## config.mk

```make
export PLATFORM = sky130hd
export DESIGN_NAME = mux_unstriping
export DESIGN_NICKNAME = d
export VERILOG_FILES = /design/src/rtl/mux_unstriping.sv
export SDC_FILE = /design/constraint.sdc
export NUM_CORES = 1
export LEC_CHECK = 0
export CORE_MARGIN = 8
export CORE_UTILIZATION = 32
export CTS_CLUSTER_DIAMETER = 60
export DETAILED_ROUTE_END_ITERATION = 12
export PLACE_DENSITY = 0.46
export REMOVE_ABC_BUFFERS = 1
export SYNTH_ARGS = -nofsm -noshare
export SYNTH_HDL_FRONTEND = slang
export SYNTH_SLANG_ARGS = --single-unit
```

## constraint.sdc

```tcl
create_clock -name clk_2f -period 7.2 [get_ports clk_2f]
set_input_delay 1.44 -clock clk_2f [delete_from_list [all_inputs] [get_ports clk_2f]]
set_output_delay 1.44 -clock clk_2f [all_outputs]
set_load 0.005 [all_outputs]
```

## src/rtl/mux_unstriping.sv

```systemverilog
// Merges two skewed 32-bit lane streams back into one stream, lane 0 first then alternating.
// Latency: a word strobed on edge k appears on data_out after edge k+1 at the earliest.
// Backpressure: none on the output; a word strobed into a full lane FIFO is dropped and flagged sticky.

module mux_unstriping_fifo #(
  parameter int WIDTH = 32,
  parameter int DEPTH = 4,
  parameter int PTR_W = 2
) (
  input  logic             clk_2f,
  input  logic             reset,
  input  logic             push_vld,
  input  logic [WIDTH-1:0] push_dat,
  input  logic             pop_rdy,
  output logic [WIDTH-1:0] head_dat,
  output logic [PTR_W:0]   fill,
  output logic             drop
);
  localparam logic [PTR_W:0] FULL_CNT = (PTR_W+1)'(DEPTH);

  logic [WIDTH-1:0] mem [DEPTH];
  logic [PTR_W-1:0] wr_ptr;
  logic [PTR_W-1:0] rd_ptr;
  logic             empty;
  logic             full;
  logic             do_push;
  logic             do_pop;

  assign empty    = (fill == '0);
  assign full     = (fill == FULL_CNT);
  assign do_pop   = pop_rdy && !empty;
  // A full FIFO still accepts a word when its head leaves on the same edge.
  assign do_push  = push_vld && (!full || do_pop);
  assign drop     = push_vld && full && !do_pop;
  assign head_dat = mem[rd_ptr];

  always_ff @(posedge clk_2f) begin
    if (!reset && do_push) begin
      mem[wr_ptr] <= push_dat;
    end
  end

  always_ff @(posedge clk_2f) begin
    if (reset) begin
      wr_ptr <= '0;
      rd_ptr <= '0;
      fill   <= '0;
    end else begin
      if (do_push) begin
        wr_ptr <= wr_ptr + PTR_W'(1);
      end
      if (do_pop) begin
        rd_ptr <= rd_ptr + PTR_W'(1);
      end
      case ({do_push, do_pop})
        2'b10:   fill <= fill + (PTR_W+1)'(1);
        2'b01:   fill <= fill - (PTR_W+1)'(1);
        default: fill <= fill;
      endcase
    end
  end
endmodule

module mux_unstriping #(
  parameter int WIDTH = 32,
  parameter int DEPTH = 4,
  parameter int PTR_W = 2
) (
  input  logic             clk_2f,
  input  logic             reset,
  input  logic [WIDTH-1:0] lane_0,
  input  logic             valid_in0,
  input  logic [WIDTH-1:0] lane_1,
  input  logic             valid_in1,
  output logic [WIDTH-1:0] data_out,
  output logic             valid_out,
  output logic             overflow,
  output logic [PTR_W:0]   fill0,
  output logic [PTR_W:0]   fill1
);
  typedef enum logic {
    LANE0 = 1'b0,
    LANE1 = 1'b1
  } sel_t;

  sel_t             sel;
  sel_t             sel_nxt;
  logic             pop0;
  logic             pop1;
  logic             pop_vld;
  logic [WIDTH-1:0] pop_dat;
  logic [WIDTH-1:0] head0_dat;
  logic [WIDTH-1:0] head1_dat;
  logic             drop0;
  logic             drop1;

  mux_unstriping_fifo #(.WIDTH(WIDTH), .DEPTH(DEPTH), .PTR_W(PTR_W)) u_fifo0 (
    .clk_2f   (clk_2f),
    .reset    (reset),
    .push_vld (valid_in0),
    .push_dat (lane_0),
    .pop_rdy  (pop0),
    .head_dat (head0_dat),
    .fill     (fill0),
    .drop     (drop0)
  );

  mux_unstriping_fifo #(.WIDTH(WIDTH), .DEPTH(DEPTH), .PTR_W(PTR_W)) u_fifo1 (
    .clk_2f   (clk_2f),
    .reset    (reset),
    .push_vld (valid_in1),
    .push_dat (lane_1),
    .pop_rdy  (pop1),
    .head_dat (head1_dat),
    .fill     (fill1),
    .drop     (drop1)
  );

  always_ff @(posedge clk_2f) begin
    if (reset) begin
      sel <= LANE0;
    end else begin
      sel <= sel_nxt;
    end
  end

  // Never skip an empty lane: stalling on it is what keeps the original order.
  always_comb begin
    sel_nxt = sel;
    pop0    = 1'b0;
    pop1    = 1'b0;
    pop_vld = 1'b0;
    pop_dat = head0_dat;
    case (sel)
      LANE0: begin
        if (fill0 != '0) begin
          pop0    = 1'b1;
          pop_vld = 1'b1;
          pop_dat = head0_dat;
          sel_nxt = LANE1;
        end
      end
      LANE1: begin
        if (fill1 != '0) begin
          pop1    = 1'b1;
          pop_vld = 1'b1;
          pop_dat = head1_dat;
          sel_nxt = LANE0;
        end
      end
      default: sel_nxt = LANE0;
    endcase
  end

  always_ff @(posedge clk_2f) begin
    if (reset) begin
      data_out  <= '0;
      valid_out <= 1'b0;
      overflow  <= 1'b0;
    end else begin
      valid_out <= pop_vld;
      if (pop_vld) begin
        data_out <= pop_dat;
      end
      overflow <= overflow | drop0 | drop1;
    end
  end
endmodule

```

==> flow_summary.ini, run 1 <==
[cts]
clock_latency_ns = 0.51
post_cts_resized = 0
cts_hold_buf = 0
cts_made_buffers = 36
clock_sinks = 309
htreeDepth = 2
root_buffer = clkbuf_16
cts_tree = done
post-cts-setup-buffers = 0
path_clk_slew_ns = 0.06
clockBufferDepth = 3

[layout]
nFillCells = 3254
diodes = 0
multi_input_area_mm2 = 0.002746
fin_util_pct = 39.85
nNetsFinal = 808
regArea_mm2 = 0.008751
syn2layout_area_growth_pct = 23.00
final_common_cell = edfxtp_1
drive_gt1_share_pct = 16.01
layout_common_cells = edfxtp_1 (256), clkdlybuf4s50_1 (106), dfxtp_1 (51)

[synth]
synth.yosys.seq_area_share_pct = 74.12
yosysUniqueCellTypes = 38
synth-seq-cells = 309
synth_edf_count = 256
postSynthCellCount = 605
async_flop_share_pct = 0
yosysWarnings = 0
synthFlopType = edfxtp_1
avgSynthCellArea_um2 = 19.51
syn_area_mm2 = 0.01180

[worst_setup_path]
endpoint_kind = output pin
crit_family = buffers and inverters
critical_path_arrival_ns = 1.58
required_ns = 5.76
max_stage_delay_ns = 0.58
path_buf_inv = 1
critPathSlowestCell = clkdlybuf4s50_1
start_kind = flop
critPathKind = reg2out
crit_path_max_fanout = 6
crit_chain = clkdlybuf4s50_1

[global_route]
gr-usage-met3_pct = 2.946
grt.busiest_layer = met2
antenna_found_initial = 0
grt_max_degree = 54
grt_pass1_wl_mm = 41.50
grt_overflow_total = 0
met2_usage_pct = 21.66
grt_pass1_vias = 6628
grtUsageMet1_pct = 15.56
grt_use_total_pct = 12.54

[floorplan]
initial_utilization_pct = 32.39
dieArea_mm2 = 0.04328
core_area_mm2 = 0.03643
die_w_um = 208.1
ios = 108
rows = 70
die_y_um = 208.1

[pwr]
p_per_area_mw_per_mm2 = 344.4
p_leak_nw = 4.584
vdd_drop_max_uv = 150.2

[timing]
finalSetupViolations = 0
relSlewSlack_pct = 23.63
report.final.slew_viol_count = 0
rsz0062_at_grt = no
tightest_slew_ns = 1.146
finalHoldViolCount = 0
holdWs_ns = 0.4605
min_period_ns = 3.020
finClkSkew_ns = 0.02046
period_share_pct = 41.95
setup_tns_ns = 0
fmax_mhz = 331.1

[detailed_routing]
viasPerCell = 4.940
ant_nets = 0
first_pass_iters = 4
wirelength_mm = 27.57
vias = 6046
route.detailed.wl_per_inst_um = 22.52
drt-initial-drc-count = 336
drc = 0

[status]
status = completed

[place]
gp_congestion = 0.7386
port_buffers = 107
hpwl_mm = 17.38

[worst_hold_path]
hp-class = reg2reg

[run]
drv_cap = 0
==> layer usage <==
layer	vias up	wire length, µm	part of all wire, %
met1	3084	11770	43
met3	44	1582	5.7
met2	156	13660	50
met5	-	0	0
met4	0	563	2.0
li1	2762	-	-
==> cell families (layout without fill, tap and decap cells) <==
group	after synthesis	after routing	synth area share (%)
AOI/OAI and AO/OA	109	109	6.530
DFF	309	309	74.12
buffers and inverters	64	215	2.608
muxes	64	64	12.91
xor gates and xnor gates	5	5	0.3710
and+or+nand+nor	42	42	2.057
adders and majority gates	12	12	1.399
==> metrics by stage <==
step | instance area, µm² | power [mW] | setup WS [ns] | std cells
after floorplan | 11590 | 2.812 | 4.150 | 567
after global routing | 14520 | 5.235 | 4.090 | 1224
after CTS | 14520 | 5.085 | 4.147 | 1224
final | 14520 | 5.000 | 4.180 | 1224
after detailed placement | 13370 | 3.329 | 3.703 | 1158
after global placement | 13370 | 3.295 | 3.771 | 1158
==> power by group <==
group	internal, mW	switching, mW	leakage, nW	total [mW]
logic	0.490	0.626	1.26	1.12
clock network	1.05	0.678	0.559	1.73
registers	2.08	0.0795	2.76	2.15
==> Yosys cell counts, types with 5 or more instances <==
cell type	instances	area [µm²]
a21oi_1	33	165.2
o21ai_0	10	50.05
and2_1	8	50.05
ha_1	10	125.1
mux4_1	22	578.1
buf_2	12	60.06
clkbuf_1	13	48.80
dfxtp_1	53	1061
nand3_1	7	35.03
nor2_1	13	48.80
o32ai_1	10	87.58
mux4_2	42	945.9
inv_1	25	93.84
o211ai_1	20	150.1
a32oi_1	20	175.2
buf_6	5	56.30
a211oi_1	10	75.07
edfxtp_1	256	7687
==> flip-flops by register name, summed over array words and instances (netlist names), named ones only <==
name,count
data_out,32
overflow,1
sel,1
u_fifo0.fill,3
u_fifo0.mem,128
u_fifo0.rd_ptr,2
u_fifo0.wr_ptr,2
u_fifo1.fill,3
u_fifo1.mem,128
u_fifo1.rd_ptr,2
u_fifo1.wr_ptr,2
valid_out,1
==> tightest hold or removal path: cells and delay by family (launching register included) <==
kind	cells	cell delay (ns)
AOI/OAI and AO/OA	1	0.05
DFF	1	0.31
buffers and inverters	1	0.05
==> layout make-up <==
cell class                 instances  share of cell area [%]
clock buffer                      48                   6.869
clock inverter                    18                   1.060
inverter                          26                  0.6722
multi-input combinational        232                   18.92
sequential                       309                   60.28
tap                              468                   4.033
timing repair buffer             123                   8.170
==> final timing paths <==
check / startpoint / to / slack [ns] / cells past startpoint
worst min register to register: data_out[6] / data_out[6] / 0.46 / 2
worst max register to register: u_fifo1.fill[0] / u_fifo1.fill[2] / 4.36 / 9
worst max-delay path: u_fifo1.fill[0] / fill1[0] / 4.18 / 1
worst min-delay path: data_out[6] / data_out[6] / 0.46 / 2
Note: power is estimated with default switching activity, not from simulation.
==> run 2: changes to the inputs <==
Settings changed: PLACE_DENSITY 0.46 to 0.48.
Clock period 7.2 ns to 2.7 ns, I/O delays scaled along.
==> flow_summary.ini, run 2 (synthesis results as in run 1) <==
[cts]
clock_latency_ns = 0.52
cts_tree = done
root_buffer = clkbuf_16
clock_sinks = 309
post-cts-setup-buffers = 0
clockBufferDepth = 3
cts_hold_buf = 0
cts_made_buffers = 37
htreeDepth = 2
post_cts_resized = 0
path_clk_slew_ns = 0.06

[pwr]
switchingPower_mw = 3.853
p_total_mw = 13.74
p_sw_share_pct = 28.05
p_seq_share_pct = 41.9
vdd_drop_max_uv = 417.7
p_leak_nw = 4.694
clkPwrFrac_pct = 35.7
p_comb_share_pct = 22.4
internal_power_mw = 9.883
p_per_area_mw_per_mm2 = 930.4

[floorplan]
ios = 108
core_area_mm2 = 0.03643
initial_utilization_pct = 32.39
die_y_um = 208.1
dieArea_mm2 = 0.04328
die_w_um = 208.1
rows = 70

[worst_setup_path]
start_kind = flop
required_ns = 3.14
crit_path_max_fanout = 6
critPathKind = reg2reg
critical_path_arrival_ns = 3.00
endpoint_kind = flop

[layout]
nNetsFinal = 816
fin_area_mm2 = 0.01476
final_common_cell = edfxtp_1
diodes = 0
syn2layout_area_growth_pct = 25.08
regArea_mm2 = 0.008751
fin_util_pct = 40.52
drive_gt1_share_pct = 18.06
reg.largest.list = u_fifo0.mem (128), u_fifo1.mem (128), data_out (32)
multi_input_area_mm2 = 0.002746
layout_common_cells = edfxtp_1 (256), clkdlybuf4s50_1 (106), dfxtp_1 (51)
nFillCells = 3274

[timing]
rsz0062_at_grt = no
period_share_pct = 95.04
report.final.slew_viol_count = 0
fmax_mhz = 389.7
setup_tns_ns = 0
finClkSkew_ns = 0.01386
finalHoldViolCount = 0
min_period_ns = 2.566
tightest_slew_ns = 0.8406
finalSetupViolations = 0
postLayoutSetupSlackWorst_ns = 0.1338
relSlewSlack_pct = 43.96

[detailed_routing]
first_pass_iters = 5
drc = 0
vias = 6253
drt-initial-drc-count = 330
wirelength_mm = 28.26
route.detailed.wl_per_inst_um = 22.94
viasPerCell = 5.075
ant_nets = 0

[run]
drv_cap = 0

[worst_hold_path]
hp-class = in2reg

[global_route]
grt_overflow_total = 0
grt_pass1_vias = 6655
grt_max_degree = 42
grt_pass1_wl_mm = 42.46
grt_use_total_pct = 12.82
antenna_found_initial = 0

[place]
gp_congestion = 0.7884
place_ws_ns = 0.1390
hpwl_mm = 18.11
port_buffers = 107
placed_cell_area_mm2 = 0.01353

[status]
status = completed
run 2: cell count changes in the layout (fill, tap and decap cells not counted), sizes merged:
cell    previous run  this run
inv               29        30
clkbuf            48        43
clkinv            10        14
buf               17        24
bufinv             2         3
run 2: routing by layer:
layer / track usage [%] / share of wire, % / vias up
li1: - / - / 2771
met2: 21.55 / 49 / 187
met5: 0 / 0 / -
met3: 2.961 / 5.5 / 40
met4: 3.255 / 1.9 / 0
met1: 16.58 / 44 / 3255
run 2: cell type report:
cell class | instances | share of cell area [%]
Inverter | 26 | 0.6611
Multi-Input combinational cell | 232 | 18.60
Tap cell | 468 | 3.966
Clock inverter | 24 | 1.576
Clock buffer | 43 | 6.763
Timing Repair Buffer | 130 | 9.153
Sequential cell | 309 | 59.28
run 2: path summary, 6_finish.rpt:
| kind | start | end | slack, ns | depth (start not counted) |
|---|---|---|---|---|
| worst min-delay path | reset | u_fifo1.fill[1] | 0.44 | 2 |
| worst max-delay path | u_fifo1.fill[0] | u_fifo1.fill[2] | 0.13 | 8 |
| worst min register to register | data_out[27] | data_out[27] | 0.47 | 2 |
| worst max register to register | u_fifo1.fill[0] | u_fifo1.fill[2] | 0.13 | 8 |
run 2: worst max-delay path, cell delays in order (launching register included):
cell and delay [ns]:
dfxtp_1 0.39, or4b_2 0.74, nand2_1 0.10, ha_1 0.18
inv_1 0.06, fa_1 0.39, xor2_1 0.16, or3_1 0.32
a21oi_1 0.15
run 2: metrics by stage:
| stage | hold WS [ns] | cells |
|---|---|---|
| after CTS | 0.4104 | 1232 |
| after detailed placement | 0.4591 | 1165 |
| after global routing | 0.4402 | 1232 |
| after global placement | 0.4508 | 1165 |
| after floorplan | 0.4419 | 567 |
| final | 0.4369 | 1232 |
run 2: power by group through the flow:
stage	Combinational, mW	Clock (mW)	Sequential [mW]
global placement	3.06	0	5.82
detailed placement	3.12	0	5.86
CTS	3.14	5.02	5.76
floorplan	1.49	0	6.01
finish	3.08	4.90	5.75
global route	3.34	5.21	5.79
